**config.mk**
```make
export PLATFORM = sky130hd
export DESIGN_NAME = creg_file_a
export DESIGN_NICKNAME = d
export VERILOG_FILES = /design/src/rtl/creg_file_a_pkg.sv /design/src/rtl/creg_file_a_chain_stage.sv /design/src/rtl/creg_file_a.sv
export SDC_FILE = /design/constraint.sdc
export NUM_CORES = 1
export LEC_CHECK = 0
export ABC_AREA = 1
export CAP_MARGIN = 5
export CORE_ASPECT_RATIO = 0.6
export CORE_UTILIZATION = 56
export DETAILED_ROUTE_END_ITERATION = 7
export MAX_ROUTING_LAYER = met4
export PLACE_DENSITY_LB_ADDON = 0.25
export SYNTH_ARGS = -nofsm -noshare
export SYNTH_HDL_FRONTEND = slang
export SYNTH_SLANG_ARGS = --single-unit
```
**constraint.sdc**
```tcl
create_clock -name CLK -period 4.9 [get_ports CLK]
set_clock_uncertainty 0.2 [all_clocks]
set_input_delay 1.225 -clock CLK [delete_from_list [all_inputs] [get_ports CLK]]
set_output_delay 1.225 -clock CLK [all_outputs]
set_load 0.01 [all_outputs]
```
**src/rtl/creg_file_a_pkg.sv**
```systemverilog
// Shared helpers for the ephemeral-register family.
// Address sizing used by creg_file_a and its chain stages.
package creg_file_a_pkg;

  function automatic int addr_bits(input int d);
    return (d <= 2) ? 1 : $clog2(d);
  endfunction

  function automatic int slice_lo(input int k, input int w);
    return k * w;
  endfunction

endpackage

```
**src/rtl/creg_file_a_chain_stage.sv**
```systemverilog
// One ordering step of the per-entry port chain:
// replaces the running value when this port writes the entry.
module creg_chain_stage #(
  parameter int width  = 8,
  parameter int addr_w = 2,
  parameter int entry  = 0
) (
  input  logic [width-1:0]  val_i,
  input  logic              en_i,
  input  logic [addr_w-1:0] addr_i,
  input  logic [width-1:0]  data_i,
  output logic [width-1:0]  val_o
);

  localparam logic [addr_w-1:0] Idx = addr_w'(entry);

  logic hit;

  assign hit   = en_i && (addr_i == Idx);
  assign val_o = hit ? data_i : val_i;

endmodule

```
**src/rtl/creg_file_a.sv**
```systemverilog
// Ordered multi-port register file: CLR, then ports 0..ports-1
// apply in sequence within a cycle; reads see lower-port writes.
module creg_file_a
  import creg_file_a_pkg::*;
#(
  parameter int width = 8,
  parameter int depth = 4,
  parameter int ports = 5,
  parameter logic [width-1:0] init = '0,
  localparam int addr_w = addr_bits(depth)
) (
  input  logic                      CLK,
  input  logic                      RST,
  input  logic                      CLR,
  input  logic [ports-1:0]          EN,
  input  logic [ports*addr_w-1:0]   ADDR,
  input  logic [ports*width-1:0]    D_IN,
  output logic [ports*width-1:0]    Q_OUT
);

  logic [width-1:0] e_q [depth];
  logic [width-1:0] e_d [depth];
  logic [width-1:0] rd  [ports][depth];
  logic [ports*width-1:0] q_d;

  for (genvar e = 0; e < depth; e++) begin : g_ent
    logic [width-1:0] base;

    assign base = CLR ? init : e_q[e];

    for (genvar k = 0; k < ports; k++) begin : g_port
      logic [width-1:0] vi;
      logic [width-1:0] vo;

      if (k == 0) begin : g_first
        assign vi = base;
      end else begin : g_next
        assign vi = g_port[k-1].vo;
      end

      // value of entry e as seen by port k
      assign rd[k][e] = vi;

      creg_chain_stage #(
        .width  (width),
        .addr_w (addr_w),
        .entry  (e)
      ) u_stage (
        .val_i  (vi),
        .en_i   (EN[k]),
        .addr_i (ADDR[slice_lo(k, addr_w) +: addr_w]),
        .data_i (D_IN[slice_lo(k, width) +: width]),
        .val_o  (vo)
      );
    end

    assign e_d[e] = g_port[ports-1].vo;
  end

  // out-of-range addresses never hold data, so they read as init
  always_comb begin
    q_d = '0;
    for (int k = 0; k < ports; k++) begin
      if (int'(ADDR[k*addr_w +: addr_w]) < depth) begin
        q_d[k*width +: width] = rd[k][ADDR[k*addr_w +: addr_w]];
      end else begin
        q_d[k*width +: width] = init;
      end
    end
  end

  assign Q_OUT = q_d;

  always_ff @(posedge CLK or negedge RST) begin
    if (!RST) begin
      for (int e = 0; e < depth; e++) begin
        e_q[e] <= init;
      end
    end else begin
      for (int e = 0; e < depth; e++) begin
        e_q[e] <= e_d[e];
      end
    end
  end

endmodule
```
==> results_dict.tcl, run 1 <==
set metrics [dict create \
    status "complete, but fails checks" \
    violations "design-rule violations, negative setup slack" \
    overflow 0 \
    hold_path.class "reg -> reg" \
    drt_iter0_drc 2220 \
    synth-seq-cells 32 \
    ant_nets 0 \
    end_kind "output pin" \
    syn_inst 801 \
    cts_root_buf "clkbuf_16" \
    crit_type "in -> out" \
    intPower_uw 762 \
    die_h_um 69.9 \
    dpl.cell_count 1017 \
    start_util_pct 58.4 \
    async_flop_share_pct 100 \
    grt_use_total_pct 51.7 \
    largest_register_ffs 32 \
    syn_avg_cell_area_sq_um 5.36 \
    rows 24 \
    startpoint_type "input port" \
    p_seq_share_pct 23.7 \
    peakVddDrop_uv 159 \
    muxShareOfSynthArea_pct 0 \
    h-tree-depth 2 \
    antenna_found_initial 0 \
    dieArea_sq_um 8040 \
    viasPerCell 6.86 \
    synth_edf_count 0 \
    antenna_cells 0 \
    firstDrtPassIters 8 \
    top_register "e_q" \
    ios 98 \
    clock_sinks 32 \
    switchingPower_uw 566 \
    p_leak_nw 3.14 \
    clockPowerShare_pct 23.2 \
    vias 7055 \
    wl_per_cell_um 20.6 \
    synth_cell_types 26 \
    relSlewSlack_pct 59.3 \
    synthAdderAreaFrac_pct 0 \
    clk_pin_slew_ns 0.05 \
    synth-xor-area-share_pct 0 \
    postLayoutCellArea_sq_um 5950 \
    io_buffers 97 \
    cts_tree "built" \
    synthFlopType "dfrtp_1" \
    syn_nets 859 \
    dpl.hpwl_mm 14.9 \
    synth_top_family_by_area "simple AND/OR/NAND/NOR gates" \
    ys_warn_count 0 \
    cp_max_fo 9 \
    critPathArrivalTime_ns 3.48 \
    max_freq_ghz 0.204 \
    synthSimpleGateAreaFrac_pct 61.6 \
    drv_cap 0 \
    finalHoldViolations 0 \
    period_needed_ns 4.91 \
    largest_registers "e_q x32" \
    synth_compound_area_share_pct 8.44 \
    setup_violations 3 \
    power.total_mw 1.33 \
    syn_area_sq_um 4300 \
    grt_pass1_wl_mm 30.8 \
    comb_power_share_pct 53.1 \
    worst_pin_slew_ns 0.610 \
    finalWirelength_mm 21.2 \
    dpl-instance-area_sq_um 5570 \
    cts_hold_buf 0 \
    numCtsBuffers 5 \
    holdWs_ns 1.01 \
    stdcell_count 1029 \
    maxSlewViolCount 0 \
    die_x_um 115 \
    gp_congestion 1.33 \
    yosysSeqAreaShare_pct 18.6 \
    clk_path_buf_depth 2 \
    drc 366 \
    drive_gt1_share_pct 12.0 \
    core_area_sq_um 7360 \
    areaGrowthSynthToFinish_pct 38.6 \
    p_sw_share_pct 42.6 \
    grt_pass1_vias 6359 \
    required_ns 3.47 \
    post-route-period-util_pct 100 \
    insertion_delay_ns 0.27 \
    layout_setup_ws_ns -0.00926 \
    powerDensity_nw_per_um2 223 \
    nNetsFinal 982 \
    grt_start_max_net_pins 32 \
]
==> final cells by class <==
class	count	area (sq um)
Multi-Input combinational cell	647	3160
Fill cell	523	1400
Timing Repair Buffer	134	1320
Sequential cell	32	801
Inverter	104	397
Clock buffer	6	139
Tap cell	104	130
Clock inverter	2	10.0
==> through the flow <==
step	setup WS, ns	TNS [ns]	util, %
final	-0.00926	-0.0221	80.9
after global routing	-0.0566	-0.0910	80.9
after CTS	0.00611	0	78.0
after detailed placement	-0.0903	-0.500	75.6
after global placement	-0.0459	-0.0970	75.6
after floorplan	1.19	0	-
==> logic make-up after synthesis <==
logic type,count (synthesis)
flops,32
simple gates,582
buf+inv,122
compound gates,65
==> cells in the final DEF, fill, tap and decap left out, types with 3 or more instances in the layout <==
cell type	Yosys	layout
o21ai_0	33	33
nand3_1	201	182
clkinv_2	2	4
a22oi_1	8	8
nor2_1	28	26
clkbuf_16	0	6
nand2_2	9	12
nand3_2	2	19
inv_1	87	85
dlygate4sd2_1	0	4
dlymetal6s2s_1	0	3
dfrtp_1	32	32
nor2_2	11	13
buf_4	3	31
nand2_4	1	4
a21oi_1	18	18
nand2_1	281	275
inv_2	9	10
clkinv_1	6	6
clkdlybuf4s50_1	0	90
nand4_1	43	43
a211oi_1	4	4
nand3_4	1	3
==> synth_stat cells, types with 3 or more instances <==
library cell	n	area [sq um]
a22oi_1	8	60.1
a21oi_1	18	90.1
clkinv_1	6	22.5
clkbuf_1	4	15.0
buf_4	3	22.5
nand4_1	43	269
buf_2	10	50.1
dfrtp_1	32	801
o21ai_0	33	165
inv_2	9	33.8
a211oi_1	4	30.0
inv_1	87	327
nand2_1	281	1050
nand3_1	201	1010
nor2_2	11	68.8
nand2_2	9	56.3
nor2_1	28	105
==> critical path, stage by stage <==
cell and delay, ns:
dlygate4sd2_1 0.48, inv_2 0.09, nor2_2 0.14, nand2_2 0.19
nand3_1 0.24, nand3_1 0.16, nand3_1 0.14, nand3_1 0.10
nand2_1 0.09, inv_1 0.04, nand2_1 0.06, clkdlybuf4s50_1 0.53
==> repair_timing <==
action | CTS | global route
pin swaps | 0 | 1
endpoints found under the setup margin | 8 | 14
resized for setup | 11 | 35
buffers inserted | 0 | 2
gates cloned | 0 | 1
==> power by group through the flow <==
stage | Sequential (mW) | Combinational [mW] | Clock (mW)
final | 0.315 | 0.704 | 0.308
after global routing | 0.318 | 0.736 | 0.322
after CTS | 0.314 | 0.625 | 0.308
after detailed placement | 0.317 | 0.617 | 0
after global placement | 0.317 | 0.603 | 0
after floorplan | 0.314 | 0.321 | 0
==> layer usage <==
| metal | vias to the layer above | wire length, um | global-route usage (%) |
|---|---|---|---|
| met5 | - | 0 | - |
| met1 | 2997 | 7060 | 62.6 |
| li1 | 2932 | - | - |
| met2 | 840 | 8190 | 70.7 |
| met4 | 0 | 1730 | 26.0 |
| met3 | 286 | 4180 | 25.4 |
==> path summary, 6_finish.rpt <==
| check | from | to | slack (ns) | cells after the start |
|---|---|---|---|---|
| max | ADDR[2] | Q_OUT[35] | -0.009 | 12 |
| min | e_q[23] | e_q[23] | 1.01 | 8 |
| max reg2reg | e_q[12] | e_q[12] | 3.07 | 8 |
| min reg2reg | e_q[23] | e_q[23] | 1.01 | 8 |
| max in group asynchronous | RST | e_q[2] | 2.88 | 3 |
| min in group asynchronous | RST | e_q[3] | 1.06 | 1 |
Power figures use the tool's default switching activity.
==> run 2, diff against run 1 <==
--- a/config.mk
+++ b/config.mk
@@ -8,6 +8,7 @@
 export ABC_AREA = 1
 export CAP_MARGIN = 5
 export CORE_ASPECT_RATIO = 0.6
+export CORE_MARGIN = 4
 export CORE_UTILIZATION = 56
 export DETAILED_ROUTE_END_ITERATION = 7
 export MAX_ROUTING_LAYER = met4
==> run 2 against run 1 <==
Effect of this change: the run ends with design-rule violations left; setup slack better by 0.089 ns; cell count down 0.29%; count of clock-buffer cells in the layout up 2; global-route usage down 9.3 points; total power down 2.8%; register-to-register slack about the same; sequential share of layout area up 0.32 points; die area up 14%; clock power down 2%; sequential power about the same; core utilization down 1.9 points; largest cell class unchanged; largest power group unchanged.
==> results_dict.tcl, run 2 (synthesized netlist as in run 1, its figures left out) <==
set metrics [dict create \
    areaGrowthSynthToFinish_pct 35.4 \
    mostFrequentLayoutCell "nand2_1" \
    peakVddDrop_uv 165 \
    min_from "e_q[18]" \
    multi_input_area_sq_um 3050 \
    seq_area_sq_um 801 \
    numCtsBuffers 5 \
    critPathArrivalTime_ns 3.40 \
    n_fill_cell 560 \
    core_area_sq_um 7360 \
    clk_path_buf_depth 2 \
    cpPeakStageDelay_ns 0.54 \
    viasPerCell 6.71 \
    status "complete, but fails checks" \
    crit_start "ADDR[1]" \
    firstDrtPassIters 8 \
    end_kind "output pin" \
    largest_registers "e_q x32" \
    relSlewSlack_pct 60.3 \
    cp_max_fo 16 \
    post-route-period-util_pct 98.4 \
    crit_path_frequent_cell "nand3_1" \
    rrSetupSlack_ns 3.06 \
    cts_tree "built" \
    tns_ns 0 \
    finalHoldViolations 0 \
    final_core_util_pct 79.0 \
    start_util_pct 58.4 \
    setup_violations 0 \
    wl_per_cell_um 19.5 \
    worstPathCellList "dlygate4sd2_1, buf_4, nand4_1, nand3_1, nand3_1, nand3_1, nand3_1, nand2_1, inv_1, nand2_1, clkdlybuf4s50_1" \
    antenna_found_initial 0 \
    clk_pin_slew_ns 0.05 \
    gp_congestion 1.35 \
    dieArea_sq_um 9180 \
    grt_use_total_pct 42.4 \
    startpoint_type "input port" \
    drt_iter0_drc 2133 \
    ios 98 \
    overflow 0 \
    io_buffers 97 \
    drive_gt1_share_pct 9.44 \
    nNetsFinal 979 \
    hold_path.class "reg -> reg" \
    grt_pass1_wl_mm 29.5 \
    ant_nets 0 \
    finalWirelength_mm 20.0 \
    maxSlewViolCount 0 \
    vias 6880 \
    p_leak_nw 3.06 \
    crit_type "in -> out" \
    grt_start_max_net_pins 33 \
    h-tree-depth 2 \
    antenna_cells 0 \
    rows 24 \
    rr_startpoint "e_q[0]" \
    violations "design-rule violations" \
    required_ns 3.47 \
    rsz0062_at_grt "false" \
    final_cell_mix "nand2_1, nand3_1, clkdlybuf4s50_1" \
    clock_sinks 32 \
    dpl.hpwl_mm 15.2 \
    top_register "e_q" \
    slowest_stage "clkdlybuf4s50_1" \
    drv_cap 0 \
    die_h_um 75.9 \
    cts_root_buf "clkbuf_16" \
    drc 91 \
    powerDensity_nw_per_um2 222 \
    power.total_mw 1.29 \
    insertion_delay_ns 0.27 \
    grt_pass1_vias 6044 \
    cts_hold_buf 0 \
    worst_pin_slew_ns 0.594 \
    period_needed_ns 4.82 \
    max_freq_ghz 0.207 \
    largest_register_ffs 32 \
    die_x_um 121 \
]
-- run 2: cell types whose count changed in the layout (fill, tap and decap cells not counted), sizes merged --
cell          change
dlygate4sd2       -1
clkbuf            +3
dlymetal6s2s      +1
buf               -4
clkinv            -2
-- run 2: where the power goes --
group | switching [mW] | internal (mW) | leakage (nW)
sequential | 0.0113 | 0.303 | 0.395
clock | 0.100 | 0.202 | 0.0712
combinational | 0.423 | 0.252 | 2.59
total | 0.534 | 0.757 | 3.06
-- run 2: area by class of cell --
class                      count  share of cell area [%]
multi-input combinational    647                    52.4
clock buffer                   8                    2.52
sequential                    32                    13.8
inverter                     104                    6.82
tap                          104                    2.24
timing repair buffer         131                    22.3
-- run 2: critical path, delay by kind of cell --
family	cells	cell delay, ns
AND/OR/NAND/NOR	7	0.98
buffers and inverters	4	1.18
-- run 2: stage by stage --
step | area, sq um | instances | setup WS [ns] | hold WS [ns]
2_1_floorplan | 4300 | 801 | 1.19 | 0.642
5_1_grt | 5820 | 1026 | 0.0117 | 1.02
3_5_place_dp | 5570 | 1016 | -0.0577 | 0.867
4_1_cts | 5730 | 1024 | 0.00000844 | 0.875
6_report | 5820 | 1026 | 0.0797 | 0.952
3_3_place_gp | 5570 | 1016 | -0.0191 | 0.862
-- run 2: timing repair --
action / in CTS / in global routing
pin swaps: 0 / 0
buffers inserted: 0 / 0
endpoints found under the hold margin: 0 / 0
setup endpoints to repair: 5 / 11
cloned: 0 / 2
gates resized for setup: 8 / 10
-- run 2: worst paths after layout --
path	end	cells past startpoint
min	e_q[18]	8
max reg2reg	e_q[0]	8
min in group asynchronous	e_q[6]	2
min reg2reg	e_q[18]	8
max in group asynchronous	e_q[16]	2
max	Q_OUT[32]	11
-- run 2: metal layers --
layer,vias up,global-route usage (%),share of wire (%)
met1,2947,52.0,35
met4,0,13.3,6.2
met5,-,-,0
li1,2921,-,-
met2,782,63.7,39
met3,230,18.2,20
